**src/rtl/if_fetch_unit.sv**
```systemverilog
// Instruction fetch front end: issues one outstanding request at a time to
// instruction memory and buffers returned words in a small FIFO for IF/ID.
module if_fetch_unit #(
  parameter logic [31:0] RESET_PC   = 32'h0,
  parameter int unsigned FIFO_DEPTH = 2
) (
  input  logic        clk_i,
  input  logic        rst_i,
  input  logic        stall_i,
  input  logic        flush_i,
  input  logic [31:0] branch_target_i,
  output logic        imem_req_o,
  output logic [31:0] imem_addr_o,
  input  logic        imem_gnt_i,
  input  logic        imem_rvalid_i,
  input  logic [31:0] imem_rdata_i,
  output logic [31:0] instr_o,
  output logic [31:0] PC_o,
  output logic        valid_o
);

  localparam int unsigned PTR_W = (FIFO_DEPTH > 1) ? $clog2(FIFO_DEPTH) : 1;
  localparam int unsigned CNT_W = $clog2(FIFO_DEPTH + 1);

  typedef enum logic [1:0] {
    ST_ISSUE = 2'd0,
    ST_WAIT  = 2'd1,
    ST_DROP  = 2'd2
  } state_e;

  state_e            state_r;
  state_e            state_s;
  logic [31:0]       fetch_pc_r;
  logic [31:0]       req_pc_r;
  logic [31:0]       fifo_instr_r [FIFO_DEPTH];
  logic [31:0]       fifo_pc_r    [FIFO_DEPTH];
  logic [PTR_W-1:0]  rd_ptr_r;
  logic [PTR_W-1:0]  wr_ptr_r;
  logic [CNT_W-1:0]  count_r;
  logic              req_s;
  logic              fire_s;
  logic              push_s;
  logic              pop_s;
  logic              valid_s;

  function automatic logic [PTR_W-1:0] ptr_inc(input logic [PTR_W-1:0] ptr);
    if (ptr == PTR_W'(FIFO_DEPTH - 1)) begin
      return '0;
    end else begin
      return ptr + PTR_W'(1);
    end
  endfunction

  assign valid_s = (count_r != '0);
  assign pop_s   = valid_s && !stall_i && !flush_i;

  // Request gating and next-state selection; a flush turns any fetch already in flight into a drop
  always_comb begin
    state_s = state_r;
    req_s   = 1'b0;
    fire_s  = 1'b0;
    push_s  = 1'b0;
    case (state_r)
      ST_ISSUE: begin
        req_s  = !rst_i && (count_r < CNT_W'(FIFO_DEPTH));
        fire_s = req_s && imem_gnt_i;
        if (fire_s) begin
          state_s = flush_i ? ST_DROP : ST_WAIT;
        end else begin
          state_s = ST_ISSUE;
        end
      end
      ST_WAIT: begin
        if (imem_rvalid_i) begin
          state_s = ST_ISSUE;
          push_s  = !flush_i;
        end else if (flush_i) begin
          state_s = ST_DROP;
        end else begin
          state_s = ST_WAIT;
        end
      end
      ST_DROP: begin
        if (imem_rvalid_i) begin
          state_s = ST_ISSUE;
        end else begin
          state_s = ST_DROP;
        end
      end
      default: begin
        state_s = ST_ISSUE;
      end
    endcase
  end

  // Control state: FSM, fetch/request PCs and FIFO pointers
  always_ff @(posedge clk_i or posedge rst_i) begin
    if (rst_i) begin
      state_r    <= ST_ISSUE;
      fetch_pc_r <= RESET_PC;
      req_pc_r   <= 32'h0;
      rd_ptr_r   <= '0;
      wr_ptr_r   <= '0;
      count_r    <= '0;
    end else begin
      state_r <= state_s;
      if (flush_i) begin
        fetch_pc_r <= {branch_target_i[31:2], 2'b00};
      end else if (fire_s) begin
        fetch_pc_r <= fetch_pc_r + 32'd4;
      end
      if (fire_s) begin
        req_pc_r <= fetch_pc_r;
      end
      if (flush_i) begin
        rd_ptr_r <= '0;
        wr_ptr_r <= '0;
        count_r  <= '0;
      end else begin
        if (push_s) begin
          wr_ptr_r <= ptr_inc(wr_ptr_r);
        end
        if (pop_s) begin
          rd_ptr_r <= ptr_inc(rd_ptr_r);
        end
        if (push_s && !pop_s) begin
          count_r <= count_r + CNT_W'(1);
        end else if (pop_s && !push_s) begin
          count_r <= count_r - CNT_W'(1);
        end
      end
    end
  end

  // FIFO storage; contents are meaningless while count is zero so no reset is needed
  always_ff @(posedge clk_i) begin
    if (push_s) begin
      fifo_instr_r[wr_ptr_r] <= imem_rdata_i;
      fifo_pc_r[wr_ptr_r]    <= req_pc_r;
    end
  end

  assign imem_req_o  = req_s;
  assign imem_addr_o = fetch_pc_r;
  assign valid_o     = valid_s;
  assign instr_o     = valid_s ? fifo_instr_r[rd_ptr_r] : 32'h0;
  assign PC_o        = valid_s ? fifo_pc_r[rd_ptr_r]    : 32'h0;

endmodule
```
**config.mk**
```make
export PLATFORM = sky130hd
export DESIGN_NAME = if_fetch_unit
export DESIGN_NICKNAME = d
export VERILOG_FILES = /design/src/rtl/if_fetch_unit.sv
export SDC_FILE = /design/constraint.sdc
export NUM_CORES = 1
export LEC_CHECK = 0
export CAP_MARGIN = 40
export CORE_MARGIN = 1.5
export CORE_UTILIZATION = 55
export DETAILED_ROUTE_END_ITERATION = 10
export GPL_TIMING_DRIVEN = 0
export PLACE_DENSITY = 0.85
export SYNTH_ARGS = -nofsm -noshare
export SYNTH_HDL_FRONTEND = slang
export SYNTH_SLANG_ARGS = --single-unit
export TNS_END_PERCENT = 50
```
**constraint.sdc**
```tcl
create_clock -name clk_i -period 17.74 [get_ports clk_i]
set_clock_uncertainty 0.15 [all_clocks]
set_input_delay 5.322 -clock clk_i [delete_from_list [all_inputs] [get_ports clk_i]]
set_output_delay 5.322 -clock clk_i [all_outputs]
set_load 0.1 [all_outputs]
```
# Word level (Yosys, flattened, before mapping)

Memories as Yosys holds them, arrays and structs flattened.
Cells that the tools add are included.

Equality and inequality tests: 2
Reductions and logical operators: 17
Add/sub/neg operators: 5
$lt $le $gt $ge: 1
Muxes and demuxes: 24

Operators by type and width:

| cell                                                               | count |
|---|---|
| 32-bit two-way mux                                                 | 4 |
| 32-bit by 3-bit adder with 32-bit output, second input constant    | 1 |
| 2-bit two-way mux                                                  | 7 |
| 1-bit two-way mux                                                  | 12 |
| 2-bit nonzero test                                                 | 4 |
| 1-bit logical AND                                                  | 6 |
| 2-bit case mux with 3 select lines                                 | 1 |
| 1-bit logical NOT                                                  | 5 |
| 3-bit nonzero test                                                 | 1 |
| 1-bit adder, second input constant                                 | 2 |
| 2-bit by 1-bit adder with 2-bit output, second input constant      | 1 |
| 2-bit by 1-bit == test with 1-bit output, second input constant    | 1 |
| 2-bit == test, second input constant                               | 1 |
| 2-bit logical NOT                                                  | 1 |
| 2-bit less-than comparator, second input constant                  | 1 |
| 2-bit by 1-bit subtractor with 2-bit output, second input constant | 1 |

Bits in registers: 70
Output and inout port bits: 98
Memories kept: 2
Input bits: 70
RAM bits: 128
Logic and storage cells: 57

Memories:

| memory       | words | width | read ports | clocked after Yosys merged registers in | write ports | RTL line | text |
|---|---|---|---|---|---|---|---|
| fifo_instr_r | 2     | 32    | 1          | 0                                       | 1           | 35       | `logic [31:0] fifo_instr_r [FIFO_DEPTH];` |
| fifo_pc_r    | 2     | 32    | 1          | 0                                       | 1           | 36       | `logic [31:0] fifo_pc_r [FIFO_DEPTH];` |

# Longest topological paths before layout

Depth after elaboration: 8
Mapped depth: 7
Depth with buffers taken out: 5

# Worst setup path before layout

No wires, ideal clock.

Kind: input -> output
From: in rst_i
To: out imem_req_o
Path buffers: 1
Path slack: 5.681 ns
Data arrival time: 6.587 ns
Required time: 12.268 ns
Stages: 2
Path through: nor4_4 -> clkbuf_1

Word-level cells in the longest chain between the ends: 3

RTL lines:

| what                        | RTL line | text |
|---|---|---|
| start, declared             | 8        | `input logic rst_i,` |
| 1-bit logical NOT (no line) | -        |  |
| 1-bit logical AND           | 65       | `req_s = !rst_i && (count_r < CNT_W'(FIFO_DEPTH));` |
| 1-bit two-way mux           | 63       | `case (state_r)` |
| end, declared               | 12       | `output logic imem_req_o,` |

No other way between the ends.

# Worst setup path after layout

Ends and elaborated chain as after synthesis.

==> flow_summary.ini <==
[clock_network]
htreeDepth = 4
cts_tree = built
clkLatencyLatePin_ps = 430
postCtsHoldBufs = 0
cts_made_buffers = 17
postCtsSetupRepairBufs = 0
clock_sinks = 190
cts-root-buf = clkbuf_16
clk_pin_slew_worst_paths_ps = 60
ctsResizeCount = 0
clock_path_buffers = 2

[floorplanning]
die_area_mm2 = 0.0151
pin_count = 168
die_h_um = 123
die_x_um = 123
rows = 43
start_util_pct = 56.6
design.core.area_mm2 = 0.0140

[power_and_ir_drop]
p_leak_nw = 4.40
cellPowerDensity_mw_per_mm2 = 94.2
power_w = 0.00114
ir_drop_v = 0.0000698

[synth]
synth-seq-area-share_pct = 67.9
synth_largest_area_cell = edfxtp_1
synth_edf_count = 124
ys.flop_type = edfxtp_1
netlist_instances = 572
synthTopCellsByCount = edfxtp_1, nor2_1, dfrtp_1
async_flop_share_pct = 34.7
synth_top_area_share_pct = 47.0
synth_area_mm2 = 0.00792
syn_area_per_cell_um2 = 13.8
synth_warnings = 0
synth_area_leaders = edfxtp_1, dfrtp_1, mux2i_1
ys_types = 45
yosysMostFrequentCell = edfxtp_1
ys_ff_latch = 190

[setup_path]
critPathKind = in -> out
crit_required_ps = 12270
critPathMaxFanout = 10
cp-end-kind = output port
start_kind = primary input
reg2reg_depth = 5
arrival_ps = 7400

[grt]
grt_use_total_pct = 30.6
antenna_found_initial = 0
grt_pass1_wl_mm = 34.1
grt_pass1_vias = 6270
grt-ovfl-total = 0
grt_max_degree = 36

[routing]
drtIter0Drc = 574
viasPerCell = 5.84
ant_nets = 0
firstDrtPassIters = 6
remaining_drc_errors = 0
wirelength_mm = 21.8
avgRoutedWirePerCell_um = 20.7
vias = 6155

[timing]
max_freq_ghz = 0.0777
period_minus_slack_ps = 12870
hold_viol = 0
finalSetupViolCount = 0
slew_viol_final = 0
rsz0062_at_grt = false
worstMarginPinSlew_ps = 755
postLayoutSetupSlackWorst_ps = 4870
min_period_over_period_pct = 72.5
slew_headroom_pct = 49.7
final.setup.tns_ps = 0

[finish]
fin_nets = 932
fin_util_pct = 86.5
fillers = 624
syn_to_final_growth_pct = 52.9
n_antenna_cell = 0
drive_gt1_share_pct = 20.7

[place]
dp_hpwl_mm = 15.0
preCtsSetupSlack_ps = 4950
numPortBuffers = 160
gp_congestion = 0.909

[outcome]
status = complete, no violations

[job]
cap_violations = 0

[min_path]
min_path_cells = 0
hold_path_class = reg -> reg
-- through the flow --
step / cells / hold slack, ps / area [um2]
after detailed placement: 1022 / 306 / 11500
final: 1054 / 322 / 12100
after floorplan: 575 / 287 / 7930
after CTS: 1054 / 321 / 12100
after global routing: 1054 / 340 / 12100
after global placement: 915 / 296 / 9750
-- area by class of cell --
type | count | area [um2] | area share (%)
timing repair buffer | 267 | 3360 | 27.7
clock inverter | 9 | 105 | 0.868
inverter | 5 | 18.8 | 0.155
clock buffer | 23 | 479 | 3.96
multi-input combinational | 345 | 2380 | 19.7
tap | 180 | 225 | 1.86
buffer | 35 | 161 | 1.33
sequential | 190 | 5380 | 44.4
-- layout by cell type, fill, tap and decap left out, types with 7 or more instances in the layout --
master,synthesis,layout
mux2_2,29,29
edfxtp_1,124,124
a31oi_1,15,15
clkbuf_1,17,21
o31ai_1,12,12
or4_1,15,15
clkdlybuf4s50_1,0,160
buf_1,9,9
nor2_1,82,82
and4_1,7,7
buf_6,1,7
nand3_1,13,13
xor2_1,9,9
dfrtp_1,66,66
buf_8,0,77
buf_16,0,17
o21ai_0,16,16
nand2_1,23,23
clkbuf_16,0,18
nand4_1,15,15
mux2i_1,63,63
buf_4,5,11
-- sequential cells by signal, indices dropped and copies added (netlist names) --
| signal | count |
|---|---|
| count_r | 2 |
| fifo_pc_r | 60 |
| req_pc_r | 30 |
| imem_addr_o | 30 |
| state_r | 2 |
| fifo_instr_r | 64 |
| rd_ptr_r | 1 |
| wr_ptr_r | 1 |
-- logic make-up after synthesis --
family	after synthesis	synth area share (%)
flip-flops	190	67.9
AND/OR/NAND/NOR	180	11.7
AO/OA/AOI/OAI	57	4.62
buffers and inverters	40	2.28
multiplexers	92	12.1
XOR/XNOR	11	1.22
adder cells (fa/ha/maj)	1	0.158
other	1	0.0474
-- routing by layer --
layer  routed length, um  up-vias  track usage [%]
met5                   0        -                0
met4                 624        0             11.6
met3                1840       68             6.41
met2               11600      389             54.4
met1                7750     2990             36.7
li1                    -     2708                -
-- where the power goes --
group	switching [W]	internal, W	leakage (nW)
Combinational	0.000126	0.0000875	2.21
Clock	0.000160	0.000220	0.287
Sequential	0.0000335	0.000513	1.90
Total	0.000319	0.000821	4.40
-- path summary, 6_finish.rpt --
path	start	end	slack, ps
min in group asynchronous	rst_i	wr_ptr_r	5340
hold / removal	req_pc_r[18]	fifo_pc_r[1][18]	320
hold reg to reg	req_pc_r[18]	fifo_pc_r[1][18]	320
setup reg to reg	state_r[1]	imem_addr_o[25]	15040
max in group asynchronous	rst_i	req_pc_r[15]	11460
setup / recovery	rst_i	imem_req_o	4870
-- worst max-delay path, stage by stage --
cell and delay, ps:
clkdlybuf4s50_1 510, nor4_4 330, clkbuf_1 390, clkdlybuf4s50_1 630, buf_8 210
Note: power is estimated with default switching activity, not from simulation.
